$ cat src/rtl/serial_adder_pkg.sv
// -----------------------------------------------------------------------------
// serial_adder_pkg
// Shared types and helpers for the digit-serial add/subtract datapath.
//   state_e  : word framing state (IDLE = no word open, RUN = word open)
//   MODE_*   : operation mode encoding latched on the first digit of a word
//   beats()  : number of digit beats per word
// -----------------------------------------------------------------------------
package serial_adder_pkg;

    typedef enum logic {
        IDLE = 1'b0,
        RUN  = 1'b1
    } state_e;

    localparam logic MODE_ADD = 1'b0;
    localparam logic MODE_SUB = 1'b1;

    function automatic int unsigned beats(input int unsigned word_w, input int unsigned digit_w);
        return word_w / digit_w;
    endfunction

endpackage

$ cat src/rtl/digit_adder.sv
// -----------------------------------------------------------------------------
// digit_adder
// Combinational DIGIT_W-bit adder slice for the digit-serial datapath.
// Ports:
//   a, b      in  DIGIT_W  operand digits (b already conditioned for subtract)
//   cin       in  1        carry in
//   sum       out DIGIT_W  low DIGIT_W bits of a + b + cin
//   cout      out 1        carry out of the digit MSB
//   c_msb_in  out 1        carry into the digit MSB (used for signed overflow)
// -----------------------------------------------------------------------------
module digit_adder #(
    parameter int unsigned DIGIT_W = 1
) (
    input  logic [DIGIT_W-1:0] a,
    input  logic [DIGIT_W-1:0] b,
    input  logic               cin,
    output logic [DIGIT_W-1:0] sum,
    output logic               cout,
    output logic               c_msb_in
);

    logic [DIGIT_W:0] w_full;

    always_comb begin
        w_full   = {1'b0, a} + {1'b0, b} + {{DIGIT_W{1'b0}}, cin};
        sum      = w_full[DIGIT_W-1:0];
        cout     = w_full[DIGIT_W];
        // Carry into the MSB column recovered from the MSB sum bit; avoids a
        // separate (DIGIT_W-1)-bit adder that would be empty when DIGIT_W == 1.
        c_msb_in = a[DIGIT_W-1] ^ b[DIGIT_W-1] ^ w_full[DIGIT_W-1];
    end

endmodule

$ cat src/rtl/digit_serial_addsub.sv
// -----------------------------------------------------------------------------
// digit_serial_addsub
// Digit-serial two's-complement adder/subtractor. Operands arrive LSB digit
// first, DIGIT_W bits per beat; the sum digit is produced combinationally in
// the same beat. Word-level carry and signed overflow are registered when the
// MSB digit is accepted.
//
// Optional build macro: SERADD_PROTO_ERR_EN adds the proto_err output.
//
// Ports:
//   clock      in   1        system clock, rising edge
//   reset      in   1        asynchronous active-low reset
//   in_valid   in   1        beat qualifier
//   first      in   1        marks the LSB digit of a word
//   sub        in   1        0 = x+y, 1 = x-y (taken on the first beat)
//   x, y       in   DIGIT_W  operand digits
//   s          out  DIGIT_W  result digit (combinational, 0 when not accepted)
//   s_valid    out  1        s qualifier (combinational)
//   last       out  1        high on the MSB digit beat (combinational)
//   word_done  out  1        registered one-cycle pulse after the last beat
//   carry_out  out  1        registered word carry (1 = no borrow when sub)
//   overflow   out  1        registered signed overflow of the word
//   proto_err  out  1        (SERADD_PROTO_ERR_EN only) registered pulse after
//                            a stray beat in IDLE or a word abandoned by first
// -----------------------------------------------------------------------------
module digit_serial_addsub
    import serial_adder_pkg::*;
#(
    parameter int unsigned WORD_W  = 8,
    parameter int unsigned DIGIT_W = 1
) (
    input  logic               clock,
    input  logic               reset,
    input  logic               in_valid,
    input  logic               first,
    input  logic               sub,
    input  logic [DIGIT_W-1:0] x,
    input  logic [DIGIT_W-1:0] y,
    output logic [DIGIT_W-1:0] s,
    output logic               s_valid,
    output logic               last,
    output logic               word_done,
    output logic               carry_out,
    output logic               overflow
`ifdef SERADD_PROTO_ERR_EN
    ,
    output logic               proto_err
`endif
);

    localparam int unsigned BEATS = beats(WORD_W, DIGIT_W);
    localparam int unsigned CNT_W = (BEATS > 1) ? $clog2(BEATS) : 1;
    localparam logic [CNT_W-1:0] LAST_CNT = CNT_W'(BEATS - 1);

    if (DIGIT_W == 0 || WORD_W == 0 || (WORD_W % DIGIT_W) != 0) begin : g_param_check
        $error("digit_serial_addsub: DIGIT_W must be non-zero and divide WORD_W");
    end

    state_e             r_state;
    logic [CNT_W-1:0]   r_cnt;
    logic               r_carry;
    logic               r_mode;
    logic               r_word_done;
    logic               r_carry_out;
    logic               r_overflow;

    logic               w_m;
    logic               w_cin;
    logic [DIGIT_W-1:0] w_yy;
    logic [DIGIT_W-1:0] w_sum;
    logic               w_cout;
    logic               w_c_msb_in;
    logic               w_accept;
    logic               w_last;

    // On a first beat the mode and carry come straight from sub, so a new word
    // (including back-to-back or abandoning ones) never sees stale state.
    always_comb begin
        w_m      = first ? sub : r_mode;
        w_cin    = first ? sub : r_carry;
        w_yy     = y ^ {DIGIT_W{w_m}};
        w_accept = in_valid & (first | (r_state == RUN));
        // A first beat always starts a fresh word, so it is only the last beat
        // when the word is a single digit.
        w_last   = w_accept & (first ? (BEATS == 1) : (r_cnt == LAST_CNT));
    end

    digit_adder #(
        .DIGIT_W (DIGIT_W)
    ) u_digit_adder (
        .a        (x),
        .b        (w_yy),
        .cin      (w_cin),
        .sum      (w_sum),
        .cout     (w_cout),
        .c_msb_in (w_c_msb_in)
    );

    always_comb begin
        s       = w_accept ? w_sum : '0;
        s_valid = w_accept;
        last    = w_last;
    end

`ifdef SERADD_PROTO_ERR_EN
    logic r_proto_err;
    assign proto_err = r_proto_err;
`endif

    always_ff @(posedge clock or negedge reset) begin
        if (!reset) begin
            r_state     <= IDLE;
            r_cnt       <= '0;
            r_carry     <= 1'b0;
            r_mode      <= MODE_ADD;
            r_word_done <= 1'b0;
            r_carry_out <= 1'b0;
            r_overflow  <= 1'b0;
`ifdef SERADD_PROTO_ERR_EN
            r_proto_err <= 1'b0;
`endif
        end else begin
            r_word_done <= 1'b0;
`ifdef SERADD_PROTO_ERR_EN
            r_proto_err <= in_valid &
                           ((~first & (r_state == IDLE)) | (first & (r_state == RUN)));
`endif
            if (w_accept) begin
                r_carry <= w_cout;
                if (first) begin
                    r_mode <= sub;
                    r_cnt  <= CNT_W'(1);
                end else begin
                    r_cnt  <= r_cnt + CNT_W'(1);
                end
                if (w_last) begin
                    r_carry_out <= w_cout;
                    r_overflow  <= w_c_msb_in ^ w_cout;
                    r_word_done <= 1'b1;
                    r_state     <= IDLE;
                    r_cnt       <= '0;
                end else begin
                    r_state     <= RUN;
                end
            end
        end
    end

    assign word_done = r_word_done;
    assign carry_out = r_carry_out;
    assign overflow  = r_overflow;

endmodule

$ cat config.mk
export PLATFORM = sky130hd
export DESIGN_NAME = digit_serial_addsub
export DESIGN_NICKNAME = d
export VERILOG_FILES = /design/src/rtl/serial_adder_pkg.sv /design/src/rtl/digit_adder.sv /design/src/rtl/digit_serial_addsub.sv
export SDC_FILE = /design/constraint.sdc
export NUM_CORES = 1
export LEC_CHECK = 0
export ABC_AREA = 1
export CORE_MARGIN = 2
export CORE_UTILIZATION = 33
export DETAILED_ROUTE_END_ITERATION = 6
export HOLD_SLACK_MARGIN = 0.05
export PLACE_DENSITY = 0.67
export SKIP_CTS_REPAIR_TIMING = 1
export SYNTH_ARGS = -nofsm -noshare
export SYNTH_HDL_FRONTEND = slang
export SYNTH_SLANG_ARGS = --single-unit
$ cat constraint.sdc
create_clock -name clock -period 2.45 [get_ports clock]
set_clock_uncertainty 0.15 [all_clocks]
set_input_delay 0.6125 -clock clock [delete_from_list [all_inputs] [get_ports clock]]
set_output_delay 0.6125 -clock clock [all_outputs]
set_load 0.005 [all_outputs]
==> results.yml <==
sta:
  rsz0062_at_grt: "true"
  hold_violations: 0
  tightest_slew_ns: 0.4074
  fin_crit_sh_pct: 103.5
  max_freq_ghz: 0.3945
  timing.slew.headroom_pct: 72.76
  hold_ws_ns: 0.3373
  report.final.slew_viol_count: 0
  post-route-min-period_ns: 2.535
  setup_viol: 1
  setup_slack_ns: -0.08499
detailed_routing:
  drc: 0
  first_pass_iters: 2
  via_count: 429
  vias_per_cell: 4.423
  routed_wl_um: 1113
  ant_nets: 0
  drtIter0Drc: 9
  routedWlPerCell_um: 11.47
critical_path:
  crit_path_end_kind: "primary output"
  arrival_ns: 1.77
  reg2reg_slack_ns: 0.77
  cp_max_fo: 4
  startpoint: "first"
  rr_startpoint: "r_mode"
  startpoint_type: "input port"
  crit_type: "input port to primary output"
  worstPathRequired_ns: 1.69
die:
  core_mm2: 0.001489
  start_util_pct: 34.71
  die_h_um: 43.57
  die_x_um: 43.57
  io_pins: 13
  dieArea_mm2: 0.001898
  fp-row-count: 14
placement:
  postPlaceCellArea_um2: 716.9
  port_buffers: 12
  pre_cts_slack_ns: -0.8927
  gp_congestion: 0.6989
  dp_hpwl_um: 869
power_and_ir_drop:
  power_frac_seq_pct: 43.2
  intPower_uw: 287.3
  switchingPower_uw: 126.8
  combPwrFrac_pct: 28.6
  powerDensity_mw_per_mm2: 541.8
  power.total_uw: 414.2
  vdd_drop_max_v: 0.0003557
  cellLeakagePower_nw: 0.4279
  switching_share_pct: 30.62
  pwr-share-clk_pct: 28.1
logic_synthesis:
  ys_seq_area_share_pct: 43.58
  syn-cell-area_um2: 516.7
  synth.distinct_cells: 16
  ys_ff_latch: 9
  synthCells: 57
  syn-mean-instance-area_um2: 9.066
  syn_nets: 68
  yosysWarnings: 0
grt:
  use_met3_pct: 7.917
  grt_pass1_wl_um: 1890
  top_usage_layer: "met2"
  grt_util_met1_pct: 16.32
  grt_pass1_vias: 467
  antenna_found_initial: 0
  grt_overflow: 0
  grt_util_all_layers_pct: 14.31
  grtUsageMet2_pct: 21.47
  grt_max_degree: 10
final_layout:
  syn2layout_area_growth_pct: 47.94
  final_nets: 93
  antennaDiodeCount: 0
  fin_area_um2: 764.5
  drive_above_1_share_pct: 34.57
  nFillCells: 142
  final_core_util_pct: 51.34
clocking:
  clock_latency_ns: 0.26
  numCtsBuffers: 3
  cts.path.max_buffers: 2
  numClockSinks: 9
  htree_levels: 1
  cts_root_buffer: "clkbuf_4"
  cts.clk_slew.worst_paths_ns: 0.06
  cts_tree: "yes"
hold_path:
  hp-class: "register to register"
  min_from: "overflow"
status:
  status: "finished, violations left"
  violations: "negative setup slack"
flow_run:
  max_cap_viol_count: 0
-- power groups by stage --
stage	clock network (mW)	logic, mW	registers (mW)
floorplan	0	0.0636	0.178
finish	0.117	0.119	0.179
detailed placement	0	0.120	0.180
global placement	0	0.116	0.179
global route	0.135	0.135	0.180
CTS	0.123	0.120	0.177
-- registers in the layout, summed over array words and instances (netlist names) --
register	count
carry_out	1
overflow	1
r_carry	1
r_cnt	3
r_mode	1
r_state	1
word_done	1
-- placed cells by master (no fill, tap or decap) --
cell / n
ha_2: 1
o21ai_2: 4
dfrtp_1: 9
nor2_1: 3
clkbuf_4: 3
dlymetal6s2s_1: 4
inv_4: 1
ha_1: 1
xor2_1: 1
o21ai_1: 1
nand2_1: 20
clkbuf_2: 1
nand3_1: 2
ha_4: 1
fa_1: 1
nand4_4: 1
o21a_4: 1
buf_2: 1
o21ai_0: 1
inv_2: 2
nand2_4: 2
clkdlybuf4s50_1: 5
inv_1: 5
clkinv_2: 1
buf_4: 9
-- final cells by class --
type	count	area (um^2)	area share [%]
inverter	8	32.53	4.255
clock buffer	3	22.52	2.946
multi-input combinational	40	281.5	36.82
timing repair buffer	20	177.7	23.24
sequential	9	225.2	29.46
clock inverter	1	5.005	0.6547
tap	16	20.02	2.619
-- cells by family (layout without fill, tap and decap cells) --
family                   Yosys count  count (layout)  share of synthesized area, %
AO/OA/AOI/OAI                      7               7                         11.62
XOR/XNOR                           1               1                         1.695
adder cells (fa/ha/maj)            4               4                         11.14
buffers and inverters              8              32                         6.297
flip-flops                         9               9                         43.58
AND/OR/NAND/NOR                   28              28                         25.67
-- through the flow --
| step | setup TNS, ns | cells |
|---|---|---|
| floorplan | 0 | 57 |
| global placement | -1.448 | 93 |
| detailed placement | -1.453 | 93 |
| CTS | -1.478 | 97 |
| global route | -0.1540 | 97 |
| finish | -0.08499 | 97 |
-- cells in the mapped netlist --
| cell | n | area share (%) |
|---|---|---|
| dfrtp_1 | 9 | 44 |
| fa_1 | 1 | 3.9 |
| ha_1 | 3 | 7.3 |
| inv_1 | 5 | 3.6 |
| inv_2 | 2 | 1.5 |
| inv_4 | 1 | 1.2 |
| nand2_1 | 21 | 15 |
| nand2_4 | 1 | 2.2 |
| nand3_1 | 2 | 1.9 |
| nand4_4 | 1 | 4.1 |
| nor2_1 | 3 | 2.2 |
| o21a_4 | 1 | 2.9 |
| o21ai_0 | 1 | 0.97 |
| o21ai_1 | 1 | 0.97 |
| o21ai_2 | 4 | 6.8 |
| xor2_1 | 1 | 1.7 |
-- final timing paths --
path | cells past startpoint | endpoint
hold reg to reg | 2 | overflow
min in group asynchronous | 1 | r_state
hold / removal | 2 | overflow
setup reg to reg | 9 | overflow
max in group asynchronous | 1 | r_cnt[2]
setup / recovery | 7 | s
-- routing by layer --
metal,vias up,part of all wire [%]
li1,225,-
met1,194,45
met2,10,50
met3,0,5.4
met4,0,0
met5,-,0
-- worst max-delay path, cell delays in order --
cell	delay [ns]
buf_4	0.14
o21ai_2	0.16
xor2_1	0.22
fa_1	0.44
inv_1	0.06
nor2_1	0.03
buf_2	0.11
Note: power is estimated with default switching activity, not from simulation.
